--- src/rtl/shift_pkg.sv ---
// Shared definitions for the fixed-point shifter pair: the FSM state encoding
// and the default data and shift-amount widths.
package shift_pkg;

    typedef enum logic [1:0] {
        IDLE  = 2'd0,
        SHIFT = 2'd1,
        DONE  = 2'd2
    } state_t;

    localparam int DATA_W  = 16;
    localparam int SHAMT_W = 4;

endpackage

--- src/rtl/rshift_stage.sv ---
// One log-shifter stage: optionally shifts right by 2**STAGE and fills the
// vacated high bits with the supplied fill bit.
module rshift_stage #(
    parameter int WIDTH = 16,
    parameter int STAGE = 0
) (
    input  logic [WIDTH-1:0] value,
    input  logic             en,
    input  logic             fill,
    output logic [WIDTH-1:0] shifted
);

    localparam int DIST = 1 << STAGE;
    localparam logic [WIDTH-1:0] FILL_MASK = ~({WIDTH{1'b1}} >> DIST);

    always_comb begin
        shifted = value;
        if (en) begin
            shifted = (value >> DIST) | (fill ? FILL_MASK : '0);
        end
    end

endmodule

--- src/rtl/bit_shift_right16_seq.sv ---
// Multi-cycle right shifter with logical/arithmetic modes, applying one
// log-shifter stage per cycle behind valid/ready handshakes.
//
//   state | meaning
//   IDLE  | in_ready high, waiting for a request
//   SHIFT | applying stage k to the working value, one stage per cycle
//   DONE  | out_valid high, holding the result until out_ready
module bit_shift_right16_seq
    import shift_pkg::*;
#(
    parameter int WIDTH  = DATA_W,
    parameter int STAGES = SHAMT_W
) (
    input  logic             clk,
    input  logic             rst,
    input  logic             in_valid,
    output logic             in_ready,
    input  logic [WIDTH-1:0] a,
    input  logic [WIDTH-1:0] b,
    input  logic             arith,
    output logic             out_valid,
    input  logic             out_ready,
    output logic [WIDTH-1:0] out
);

    localparam int K_W = (STAGES > 1) ? $clog2(STAGES) : 1;
    localparam logic [K_W-1:0] K_LAST = K_W'(STAGES - 1);

    state_t              state_q, state_d;
    logic [K_W-1:0]      k_q, k_d;
    logic [WIDTH-1:0]    work_q, work_d;
    logic [STAGES-1:0]   shamt_q, shamt_d;
    logic                arith_q, arith_d;
    logic                sign_q, sign_d;
    logic [WIDTH-1:0]    out_q, out_d;

    logic [WIDTH-1:0]    stage_out [STAGES];
    logic [WIDTH-1:0]    stage_sel;
    logic                fill;
    logic                out_of_range;
    logic                accept;

    // Fill comes from the original operand sign, not the working value.
    assign fill = arith_q & sign_q;

    for (genvar i = 0; i < STAGES; i++) begin : g_stage
        rshift_stage #(
            .WIDTH (WIDTH),
            .STAGE (i)
        ) u_stage (
            .value   (work_q),
            .en      (shamt_q[i]),
            .fill    (fill),
            .shifted (stage_out[i])
        );
    end

    assign stage_sel    = stage_out[k_q];
    assign out_of_range = |b[WIDTH-1:STAGES];
    assign accept       = in_valid && (state_q == IDLE);

    always_comb begin
        state_d = state_q;
        k_d     = k_q;
        work_d  = work_q;
        shamt_d = shamt_q;
        arith_d = arith_q;
        sign_d  = sign_q;
        out_d   = out_q;

        unique case (state_q)
            IDLE: begin
                if (accept) begin
                    work_d  = a;
                    shamt_d = b[STAGES-1:0];
                    arith_d = arith;
                    sign_d  = a[WIDTH-1];
                    k_d     = '0;
                    if (out_of_range) begin
                        out_d   = (arith && a[WIDTH-1]) ? {WIDTH{1'b1}} : '0;
                        state_d = DONE;
                    end else begin
                        state_d = SHIFT;
                    end
                end
            end
            SHIFT: begin
                work_d = stage_sel;
                if (k_q == K_LAST) begin
                    out_d   = stage_sel;
                    k_d     = '0;
                    state_d = DONE;
                end else begin
                    k_d = k_q + 1'b1;
                end
            end
            DONE: begin
                if (out_ready) begin
                    state_d = IDLE;
                end
            end
            default: begin
                state_d = IDLE;
            end
        endcase
    end

    always_ff @(posedge clk) begin
        if (rst) begin
            state_q <= IDLE;
            k_q     <= '0;
            work_q  <= '0;
            shamt_q <= '0;
            arith_q <= 1'b0;
            sign_q  <= 1'b0;
            out_q   <= '0;
        end else begin
            state_q <= state_d;
            k_q     <= k_d;
            work_q  <= work_d;
            shamt_q <= shamt_d;
            arith_q <= arith_d;
            sign_q  <= sign_d;
            out_q   <= out_d;
        end
    end

    assign in_ready  = (state_q == IDLE);
    assign out_valid = (state_q == DONE);
    assign out       = out_q;

endmodule

--- config.mk ---
export PLATFORM = sky130hd
export DESIGN_NAME = bit_shift_right16_seq
export DESIGN_NICKNAME = d
export VERILOG_FILES = /design/src/rtl/shift_pkg.sv /design/src/rtl/rshift_stage.sv /design/src/rtl/bit_shift_right16_seq.sv
export SDC_FILE = /design/constraint.sdc
export NUM_CORES = 1
export LEC_CHECK = 0
export CAP_MARGIN = 10
export CORE_MARGIN = 2
export CORE_UTILIZATION = 35
export DETAILED_ROUTE_END_ITERATION = 10
export HOLD_SLACK_MARGIN = 0.06
export PLACE_DENSITY = 0.55
export SLEW_MARGIN = 20
export SYNTH_ARGS = -nofsm -noshare
export SYNTH_HDL_FRONTEND = slang
export SYNTH_HIERARCHICAL = 1
export SYNTH_SLANG_ARGS = --single-unit
--- constraint.sdc ---
create_clock -name clk -period 2.5 [get_ports clk]
set_input_delay 0.375 -clock clk [delete_from_list [all_inputs] [get_ports clk]]
set_output_delay 0.375 -clock clk [all_outputs]
set_load 0.01 [all_outputs]
### After elaboration in Yosys (flattened, before gate mapping)

Index checks and enable logic that the tools add are counted.

| storage, ports and cells | value |
|---|---|
| bits of input ports | 37 |
| register bits | 42 |

| operators by class | value |
|---|---|
| muxes and demuxes | 26 |
| order comparisons | 1 |
| equality and inequality tests | 7 |
| reduce and logical (&&, ||, !) cells | 9 |
| bitwise gates (word level) | 6 |
| $add $sub $neg | 1 |

Operators by type and width:

| kind | number |
|---|---|
| $mux 16 | 15 |
| $pmux 16 s2 | 2 |
| $bmux 16 s2 | 1 |
| $or 12x16->16 | 1 |
| $or 14x16->16 | 1 |
| $or 15x16->16 | 1 |
| $or 8x16->16 | 1 |
| $mux 2 | 6 |
| $reduce_or 12->1 | 1 |
| $ne 2x1->1 const B | 3 |
| $pmux 2 s3 | 1 |
| $eq 2x2->1 const B | 2 |
| $pmux 2 s2 | 1 |
| $reduce_and 2->1 | 2 |
| $reduce_and 4->1 | 1 |
| $ge 3x3->1 const B | 1 |
| $not 2->3 | 1 |
| $reduce_and 3->1 | 1 |
| $add 2x1->2 const B | 1 |
| $eq 2x1->1 const B | 1 |
| $logic_and 1x1->1 | 2 |
| $logic_not 2->1 | 1 |
| $ne 2x2->1 const B | 1 |
| $reduce_bool 2->1 | 1 |
| $and 1x1->1 | 1 |

### Logic depth before layout (Yosys ltp)

| logic depth | value |
|---|---|
| depth after elaboration | 9 |
| gate-level depth with buffers | 7 |

### Cells and area by module

The synthesis kept the hierarchy.

By module, submodules not included:

| module | cells an instance | times used | area an instance (sq um) |
|---|---|---|---|
| bit_shift_right16_seq | 219 | 1 | 2202.1 |
| rshift_stage | 18 | 4 | 249.0 |

### Least setup slack after synthesis

OpenSTA, ideal clock, no wires.

| timing path | value |
|---|---|
| path type | input -> register |
| start | input b[8] |
| end | register out_q[12], in the netlist out[12] |
| data arrival time | 1.553 ns |
| setup slack | 0.867 ns |
| stages on the path | 6 |
| path buffers | 2 |
| path through | nor4_2 nand4_4 and3_1 buf_6 buf_6 a211oi_2 |

| between the ends | value |
|---|---|
| longest elaborated chain between the ends | 3 |

Ends and longest elaborated chain:

| item | line | text |
|---|---|---|
| from (decl) | bit_shift_right16_seq.sv:19 | `input logic [WIDTH-1:0] b,` |
| $reduce_or 12->1 | bit_shift_right16_seq.sv:59 | `assign out_of_range = \|b[WIDTH-1:STAGES];` |
| $ne 2x1->1 (no source line) | - |  |
| $reduce_and 4->1 (no source line) | - |  |
| to (signal assigned) | bit_shift_right16_seq.sv:124 | `out_q <= out_d;` |
| to (decl) | bit_shift_right16_seq.sv:35 | `logic [WIDTH-1:0] out_q, out_d;` |

Every way passes these cells.
A chain may end at the register's enable or synchronous reset.

### Worst setup path after layout

| timing path | value |
|---|---|
| start | register state_q[1] |
| end | output out_valid |

| between the ends | value |
|---|---|
| longest elaborated chain between the ends | 1 |

Ends and longest elaborated chain:

| item | line | text |
|---|---|---|
| from (decl) | bit_shift_right16_seq.sv:29 | `state_t state_q, state_d;` |
| from (signal assigned) | bit_shift_right16_seq.sv:118 | `state_q <= state_d;` |
| $eq 2x2->1 | bit_shift_right16_seq.sv:129 | `assign out_valid = (state_q == DONE);` |
| to (decl) | bit_shift_right16_seq.sv:21 | `output logic out_valid,` |

Every way passes these cells.

==> flow_summary.toml <==
[critical_path]
arrival_ps = 1550
path_cells = "nor2b_1, clkdlybuf4s50_1"
timing_worst_setup_path_type = "flop to primary output"
worst-path-buf-inv = 1
critPathSlowestCell = "clkdlybuf4s50_1"
cp_data_required_time_ps = 2120
cp_top_family = "buffers and inverters"
critPathMaxFanout = 7
max_stage_delay_ps = 550
worst_setup_path_end_kind = "primary output"
start_kind = "flop"

[cts]
cts.path.max_buffers = 2
postCtsHoldBufs = 0
cts_setup_buffers = 0
clock_sinks = 42
tritoncts = "done"
cts-resized-gates = 0
insertion_delay_ps = 300
cts_max_level = 2
cts_made_buffers = 5
path_clk_slew_ps = 80
clockRootBuffer = "clkbuf_8"

[grt]
grt_use_total_pct = 16.3
gr-total-overflow = 0
grt_max_degree = 43
grt_pass1_vias = 2408
antenna_found_initial = 0
grt_pass1_wl_um = 12900

[drt]
routedWlPerCell_um = 17.4
drtPass1Iterations = 4
ant_nets = 0
viasPerCell = 5.31
num_vias = 2374
drt_iter0_drc = 131
drt-total-wl_um = 7800
drc = 0

[sta]
hold_viol = 0
finClkSkew_ps = 2.57
rsz0062_at_grt = "no"
fin_crit_ps = 1920
tightest_slew_ps = 753
period_share_pct = 76.9
finalWorstSetupSlack_ps = 576
maxSlewViolCount = 0
finalSetupViolCount = 0
clock.fmax_ghz = 0.520
tns_ps = 0
relSlewSlack_pct = 49.8

[synthesis]
synth_area_per_cell_um2 = 11.0
synth_area_leaders = "dfxtp_1 (26%), mux2_4 (19%), mux2_2 (14%), mux4_2 (11%), a21oi_1 (5.9%)"
synth.most_common_cell = "nand2_1"
synth_common_cells = "nand2_1 (46), dfxtp_1 (42), mux2_4 (40)"
syn-cell-area_um2 = 3200
yosys.area.top_type_share_pct = 26.3
syn-num-nets = 329
synth-seq-area-share_pct = 26.3
yosysWarnings = 6
synth.distinct_cells = 33
synth_ff_type = "dfxtp_1"
synth_edf_count = 0
yosysTopAreaCell = "dfxtp_1"
synthArstFlopShare_pct = 0
ys_ff_latch = 42
syn_inst = 291

[pwr]
swShare_pct = 26.8
combPwrFrac_pct = 25.5
p_leak_uw = 0.00144
power.density_nw_per_um2 = 457
ir_drop_uv = 300
p_switching_uw = 474
intPower_uw = 1290
seqPwrFrac_pct = 43.5
p_clk_share_pct = 31.0

[place]
dp_hpwl_um = 5360
gp_congestion = 0.742
place_ws_ps = 334
numPortBuffers = 54

[job]
max_cap_violations = 0

[layout]
num_antenna_cells = 0
nets = 376
syn2layout_area_growth_pct = 20.8
post-route-util_pct = 43.9
layout-drive-gt1-share_pct = 38.6

[die]
rows = 34
initial_core_util_pct = 36.3
io_pins = 55
design.die.area_um2 = 9920
core_um2 = 8810
die_w_um = 99.6
die_y_um = 99.6

[run_status]
status = "finished, final reports clean"

[hold_path]
hold_path.class = "flop to flop"
routing by layer:
layer	vias up	part of all wire (%)	track usage (%)
li1	1169	-	-
met1	1164	49	23.1
met2	37	47	26.2
met3	4	2.8	2.46
met4	0	0.78	3.79
met5	-	0	0
metrics by stage:
step | cell area [µm²] | instances | total power [µW] | hold slack, ps
after floorplan | 3200 | 291 | 1090 | 432
after global placement | 3750 | 439 | 1230 | 439
after detailed placement | 3750 | 439 | 1230 | 444
after CTS | 3860 | 447 | 1790 | 457
after global routing | 3860 | 447 | 1850 | 488
final | 3860 | 447 | 1770 | 456
cell type report:
type | instances | area, µm²
Clock buffer | 5 | 68.8
Multi-Input combinational cell | 221 | 2140
Fill cell | 867 | 4940
Inverter | 1 | 3.75
Sequential cell | 42 | 841
Clock inverter | 3 | 40.0
Timing Repair Buffer | 67 | 638
Tap cell | 108 | 135
power by group through the flow:
stage	clock, µW	sequential, µW	combinational (µW)
detailed placement	0	783	451
global route	588	776	488
floorplan	0	776	318
CTS	565	768	453
global placement	0	781	444
finish	548	768	451
state kept, by name, summed over array words and instances, names as in the netlist:
name and cells:
sign_q 1, arith_q 1, shamt_q 4, out 16, state_q 2, work_q 16, k_q 2
worst paths after layout:
kind              start         to  slack, ps  cells after the start
max          state_q[1]  out_valid        580                      2
min              sign_q     sign_q        460                      2
max reg2reg  state_q[0]    out[11]        630                      4
min reg2reg      sign_q     sign_q        460                      2
worst reg2reg max path: cells and delay by family (launching register included):
kind / cells / cell delay (ps)
DFF: 1 / 530
AOI/OAI and AO/OA: 1 / 170
and+or+nand+nor: 3 / 1040
kinds of logic (layout without fill, tap and decap cells):
| family | count (synthesis) | count (layout) | synth area share [%] |
|---|---|---|---|
| AO/OA/AOI/OAI | 58 | 58 | 12.3 |
| multiplexers | 96 | 96 | 44.1 |
| AND/OR/NAND/NOR | 66 | 66 | 9.90 |
| flip-flops | 42 | 42 | 26.3 |
| buffers and inverters | 28 | 76 | 7.04 |
| adder cells (fa/ha/maj) | 1 | 1 | 0.391 |
cells in the final DEF (no fill, tap or decap), types with 2 or more instances in the layout:
cell type / synthesis / final
a211oi_1: 6 / 6
nand3_1: 2 / 2
mux4_2: 16 / 16
clkbuf_8: 0 / 5
buf_4: 1 / 13
nor2_1: 6 / 6
clkdlybuf4s50_1: 0 / 54
nand2_1: 46 / 46
mux2_2: 39 / 39
nor3_1: 2 / 2
a21oi_1: 38 / 38
clkinv_2: 0 / 2
dfxtp_1: 42 / 42
a211oi_2: 10 / 10
nor2b_1: 2 / 2
mux2_4: 40 / 40
No activity file was read; power rests on OpenSTA's default activity.
